[config.mk]
export PLATFORM = sky130hd
export DESIGN_NAME = dec_pipe
export DESIGN_NICKNAME = d
export VERILOG_FILES = /design/src/rtl/dec_pkg.sv /design/src/rtl/dec_stage.sv /design/src/rtl/dec_pipe.sv
export SDC_FILE = /design/constraint.sdc
export NUM_CORES = 1
export LEC_CHECK = 0
export CORE_MARGIN = 1
export CORE_UTILIZATION = 35
export CTS_CLUSTER_SIZE = 25
export DETAILED_ROUTE_END_ITERATION = 16
export HOLD_SLACK_MARGIN = 0.03
export PLACE_DENSITY = 0.66
export SYNTH_ARGS = -nofsm -noshare
export SYNTH_HDL_FRONTEND = slang
export SYNTH_SLANG_ARGS = --single-unit
[constraint.sdc]
create_clock -name clk -period 1.57 [get_ports clk]
set_input_delay 0.2355 -clock clk [delete_from_list [all_inputs] [get_ports clk]]
set_output_delay 0.2355 -clock clk [all_outputs]
set_load 0.03 [all_outputs]
[src/rtl/dec_pkg.sv]
// Shared decode definitions for dec_pipe: mode constants, occupancy states and the
// reference decode function (sized for the widest supported select, callers truncate).
package dec_pkg;

  localparam int DEC_SEL_MAX_W = 8;
  localparam int DEC_OUT_MAX_W = 2 ** DEC_SEL_MAX_W;

  localparam logic DEC_MODE_ONEHOT = 1'b0;
  localparam logic DEC_MODE_THERM  = 1'b1;

  typedef enum logic [1:0] {
    EMPTY = 2'd0,
    ONE   = 2'd1,
    FULL  = 2'd2
  } dec_state_e;

  function automatic logic [DEC_OUT_MAX_W-1:0] dec_word(
    input logic [DEC_SEL_MAX_W-1:0] sel,
    input logic                     en,
    input logic                     mode
  );
    logic [DEC_OUT_MAX_W-1:0] w;
    w = '0;
    for (int i = 0; i < DEC_OUT_MAX_W; i++) begin
      if (mode == DEC_MODE_THERM) w[i] = en & (i <= int'(sel));
      else                        w[i] = en & (i == int'(sel));
    end
    return w;
  endfunction

endpackage

[src/rtl/dec_stage.sv]
// One storage entry of the decode pipeline: valid flag plus decoded word and echoed select.
// Load has priority over clear so a same-edge replace keeps the entry occupied.
module dec_stage
  import dec_pkg::*;
#(
  parameter int SEL_W = 3,
  parameter int OUT_W = 8
) (
  input  logic             clk,
  input  logic             rst,
  input  logic             i_load,
  input  logic             i_clr,
  input  logic [OUT_W-1:0] i_dec,
  input  logic [SEL_W-1:0] i_sel,
  output logic             o_vld,
  output logic [OUT_W-1:0] o_dec,
  output logic [SEL_W-1:0] o_sel
);

  logic             r_vld;
  logic [OUT_W-1:0] r_dec;
  logic [SEL_W-1:0] r_sel;

  always_ff @(posedge clk) begin
    if (rst) begin
      r_vld <= 1'b0;
      r_dec <= '0;
      r_sel <= '0;
    end else if (i_load) begin
      r_vld <= 1'b1;
      r_dec <= i_dec;
      r_sel <= i_sel;
    end else if (i_clr) begin
      r_vld <= 1'b0;
    end
  end

  assign o_vld = r_vld;
  assign o_dec = r_dec;
  assign o_sel = r_sel;

endmodule

[src/rtl/dec_pipe.sv]
// Pipelined SEL_W-to-2^SEL_W one-hot/thermometer decoder with valid/ready on both sides.
// Define DEC_SKID_EN for a 2-entry skid build with registered in_ready; default is one register.
module dec_pipe
  import dec_pkg::*;
#(
  parameter int SEL_W = 3
) (
  input  logic                  clk,
  input  logic                  rst,
  input  logic                  in_valid,
  output logic                  in_ready,
  input  logic [SEL_W-1:0]      in_sel,
  input  logic                  in_en,
  input  logic                  in_mode,
  output logic                  out_valid,
  input  logic                  out_ready,
  output logic [(2**SEL_W)-1:0] out_dec,
  output logic [SEL_W-1:0]      out_sel
);

  localparam int OUT_W = 2 ** SEL_W;

  dec_state_e       r_state;
  dec_state_e       w_state_nxt;
  logic             w_in_xfer;
  logic             w_out_xfer;
  logic [OUT_W-1:0] w_in_dec;
  logic             w_s0_vld;
  logic [OUT_W-1:0] w_s0_dec;
  logic [SEL_W-1:0] w_s0_sel;
  logic             w_s0_load;
  logic             w_s0_clr;
  logic [OUT_W-1:0] w_s0_dec_d;
  logic [SEL_W-1:0] w_s0_sel_d;

  // Input-side decode is purely combinational; only registered results reach the outputs.
  assign w_in_dec   = OUT_W'(dec_word(DEC_SEL_MAX_W'(in_sel), in_en, in_mode));
  assign w_in_xfer  = in_valid & in_ready;
  assign w_out_xfer = w_s0_vld & out_ready;

  always_ff @(posedge clk) begin
    if (rst) r_state <= EMPTY;
    else     r_state <= w_state_nxt;
  end

  dec_stage #(.SEL_W(SEL_W), .OUT_W(OUT_W)) u_out (
    .clk    (clk),
    .rst    (rst),
    .i_load (w_s0_load),
    .i_clr  (w_s0_clr),
    .i_dec  (w_s0_dec_d),
    .i_sel  (w_s0_sel_d),
    .o_vld  (w_s0_vld),
    .o_dec  (w_s0_dec),
    .o_sel  (w_s0_sel)
  );

`ifdef DEC_SKID_EN
  logic             w_s1_vld;
  logic [OUT_W-1:0] w_s1_dec;
  logic [SEL_W-1:0] w_s1_sel;
  logic             w_s1_load;
  logic             w_s1_clr;

  dec_stage #(.SEL_W(SEL_W), .OUT_W(OUT_W)) u_skid (
    .clk    (clk),
    .rst    (rst),
    .i_load (w_s1_load),
    .i_clr  (w_s1_clr),
    .i_dec  (w_in_dec),
    .i_sel  (in_sel),
    .o_vld  (w_s1_vld),
    .o_dec  (w_s1_dec),
    .o_sel  (w_s1_sel)
  );

  // Ready comes from the state register only, so it never depends on out_ready.
  assign in_ready = !rst & (r_state != FULL);

  always_comb begin
    w_state_nxt = r_state;
    w_s0_load   = 1'b0;
    w_s0_clr    = 1'b0;
    w_s1_load   = 1'b0;
    w_s1_clr    = 1'b0;
    w_s0_dec_d  = w_in_dec;
    w_s0_sel_d  = in_sel;
    case (r_state)
      EMPTY: begin
        if (w_in_xfer) begin
          w_s0_load   = 1'b1;
          w_state_nxt = ONE;
        end
      end
      ONE: begin
        if (w_in_xfer && w_out_xfer) begin
          w_s0_load = 1'b1;
        end else if (w_in_xfer) begin
          w_s1_load   = 1'b1;
          w_state_nxt = FULL;
        end else if (w_out_xfer) begin
          w_s0_clr    = 1'b1;
          w_state_nxt = EMPTY;
        end
      end
      FULL: begin
        if (w_out_xfer) begin
          w_s0_load   = 1'b1;
          w_s0_dec_d  = w_s1_dec;
          w_s0_sel_d  = w_s1_sel;
          w_s1_clr    = 1'b1;
          w_state_nxt = ONE;
        end
      end
      default: w_state_nxt = EMPTY;
    endcase
  end

  logic w_unused;
  assign w_unused = w_s1_vld;
`else
  // Single register: accept whenever the slot is free or is being drained this cycle.
  assign in_ready = !rst & (!w_s0_vld | out_ready);

  always_comb begin
    w_state_nxt = r_state;
    w_s0_load   = 1'b0;
    w_s0_clr    = 1'b0;
    w_s0_dec_d  = w_in_dec;
    w_s0_sel_d  = in_sel;
    case (r_state)
      EMPTY: begin
        if (w_in_xfer) begin
          w_s0_load   = 1'b1;
          w_state_nxt = ONE;
        end
      end
      ONE: begin
        if (w_in_xfer) begin
          w_s0_load = 1'b1;
        end else if (w_out_xfer) begin
          w_s0_clr    = 1'b1;
          w_state_nxt = EMPTY;
        end
      end
      default: w_state_nxt = EMPTY;
    endcase
  end
`endif

  assign out_valid = w_s0_vld;
  assign out_dec   = w_s0_dec;
  assign out_sel   = w_s0_sel;

endmodule
==> impl_metrics.ini, run 1 <==
[cts]
clock_path_buffers = 2
ctsHtreeMaxLevel = 1
cts.sinks = 13
clk_latency_ns = 0.28
hold_buffers = 0
cts_buffers = 3
clkTransAtPathRegs_ns = 0.08
root_buffer = clkbuf_4
cts_tree = done

[timing]
fin_skew_ns = 0.00456
hold_viol = 0
post-route-period-util_pct = 97.6
max_freq_ghz = 0.653
setup_slack_ns = 0.0384
slew_headroom_pct = 78.7
tightest_slew_ns = 0.318
rsz0062_at_grt = no
final-max-slew-violation-count = 0
finalSetupViolations = 0
hold_ws_ns = 0.481
period_minus_slack_ns = 1.53
finalSetupTns_ns = 0

[place]
pre_cts_ws_ns = -0.00454
dp_hpwl_um = 1050
port_buffers = 21
routabilityCongestion = 0.743

[yosys]
ys_seq_area_share_pct = 43.8
synth_seq_cells = 13
synth_top_area_cell = dfxtp_1
yosysUniqueCellTypes = 26
netlist_area_sq_um = 594
syn-num-nets = 77
synth.area.top_cells = dfxtp_1 44%, o211ai_1 7.6%, a21oi_1 4.2%
synth_top_cell_area_share_pct = 43.8
synth_area_per_cell_sq_um = 8.74
postSynthCellCount = 68
yosysWarnings = 0

[setup_path]
critPathBufInv = 1
crit_required_ns = 1.33
criticalPathCategory = reg2out
endpoint_kind = primary output
arrival_ns = 1.30
start_kind = flip-flop
crit_fanout = 2
worstPathCellList = clkdlybuf4s50_1
slowest_delay_ns = 0.67
critPathTopFamily = buffers and inverters
slowest_stage = clkdlybuf4s50_1

[worst_hold_path]
hold_path.class = reg2reg

[global_route]
grt_pass1_vias = 549
overflow = 0
grt_max_degree = 10
track_usage_pct = 16.8
grt_antenna_before_repair = 0
grt_pass1_wl_um = 2280

[die]
initial_core_util_pct = 38.6
die_y_um = 43.2
ios = 22
coreArea_sq_um = 1540
die-area_sq_um = 1870
die_w_um = 43.2
rows = 14

[outcome]
status = finished clean

[route]
ant_nets = 0
post-route-drc-count = 0
drtPass1Iterations = 4
via_per_inst = 5.12
drtIter0Drc = 19
drt-total-wl_um = 1380
wl_per_cell_um = 11.7
vias = 604

[power_and_ir_drop]
power_density_nw_per_um2 = 781
leakagePower_nw = 0.461
ir_drop_v = 0.000612

[finish]
syn_to_final_growth_pct = 57.7
drive_gt1_share_pct = 21.6
postLayoutCoreUtil_pct = 60.8
num_antenna_cells = 0
layout_common_cells = 14 x clkdlybuf4s50_1, 14 x buf_4, 12 x dfxtp_1
layout.nets = 112
nFillCells = 148

[job]
maxCapViolCount = 0
-- metal layers --
layer / routed length (um) / track usage [%] / up-vias
met3: 88 / 3.83 / 5
met1: 681 / 22.9 / 264
li1: - / - / 317
met2: 573 / 22.4 / 18
met5: 0 / 0 / -
met4: 41 / 12.7 / 0
-- stage by stage --
stage	power (mW)	area [sq um]	cells
2_1_floorplan	0.446	594	68
6_report	0.732	937	118
3_3_place_gp	0.530	895	114
4_1_cts	0.740	921	118
5_1_grt	0.771	937	118
3_5_place_dp	0.531	895	114
-- flip-flops by register name, indices dropped and copies added (netlist names) --
| name | flops |
|---|---|
| u_out.o_vld | 1 |
| u_out.o_sel | 3 |
| u_out.o_dec | 8 |
| r_state | 1 |
-- power breakdown --
| group | switching [mW] | internal [mW] |
|---|---|---|
| combinational | 0.0868 | 0.0820 |
| sequential | 0.00811 | 0.345 |
| clock | 0.116 | 0.0946 |
| total | 0.211 | 0.522 |
-- kinds of logic (layout without fill, tap and decap cells) --
group | count (synthesis) | count (layout) | synth area share [%]
AND/OR/NAND/NOR | 23 | 23 | 19.8
flip-flops | 13 | 13 | 43.8
buffers and inverters | 6 | 40 | 5.47
AO/OA/AOI/OAI | 24 | 24 | 27.4
multiplexers | 2 | 2 | 3.58
-- what timing repair did --
action | 4_1_cts | 5_1_grt
setup buffers | 0 | 0
setup endpoints to repair | 1 | 6
resized for setup | 1 | 7
-- cells in the mapped netlist, drive strengths merged --
library cell,n
buf,3
nand2b,3
o21ai,5
clkbuf,1
nor3,2
a22o,2
o211ai,6
a21oi,5
o221ai,1
mux2,1
inv,2
or4,1
o21a,1
nor2b,2
o21bai,1
nand2,6
a32o,1
nor2,5
nand3,4
o31ai,1
a311oi,1
dfxtp,13
mux2i,1
-- cell type report --
| cell class | count | area [sq um] | share of cell area [%] |
|---|---|---|---|
| tap | 16 | 20.0 | 2.14 |
| inverter | 2 | 7.51 | 0.801 |
| multi-input combinational | 49 | 304 | 32.4 |
| clock inverter | 1 | 5.00 | 0.534 |
| sequential | 13 | 262 | 27.9 |
| clock buffer | 3 | 22.5 | 2.40 |
| timing repair buffer | 34 | 317 | 33.8 |
-- path summary, 6_finish.rpt --
path	from	endpoint	slack, ns	cells after the start
max reg2reg	u_out.o_vld$_SDFFE_PP0P_	u_out.o_dec[7]$_SDFFE_PP0P_	0.34	3
max	u_out.o_dec[2]$_SDFFE_PP0P_	out_dec[2]	0.04	1
min	u_out.o_dec[6]$_SDFFE_PP0P_	u_out.o_dec[6]$_SDFFE_PP0P_	0.48	1
min reg2reg	u_out.o_dec[6]$_SDFFE_PP0P_	u_out.o_dec[6]$_SDFFE_PP0P_	0.48	1
No activity file was read; power rests on OpenSTA's default activity.
==> inputs of run 2 (changes only) <==
--- a/config.mk
+++ b/config.mk
@@ -7,6 +7,7 @@
 export LEC_CHECK = 0
 export CORE_MARGIN = 1
 export CORE_UTILIZATION = 35
+export CTS_CLUSTER_DIAMETER = 100
 export CTS_CLUSTER_SIZE = 25
 export DETAILED_ROUTE_END_ITERATION = 16
 export HOLD_SLACK_MARGIN = 0.03
==> results of run 2 <==
No change in the layout: final DEF, timing and power equal those of run 1.
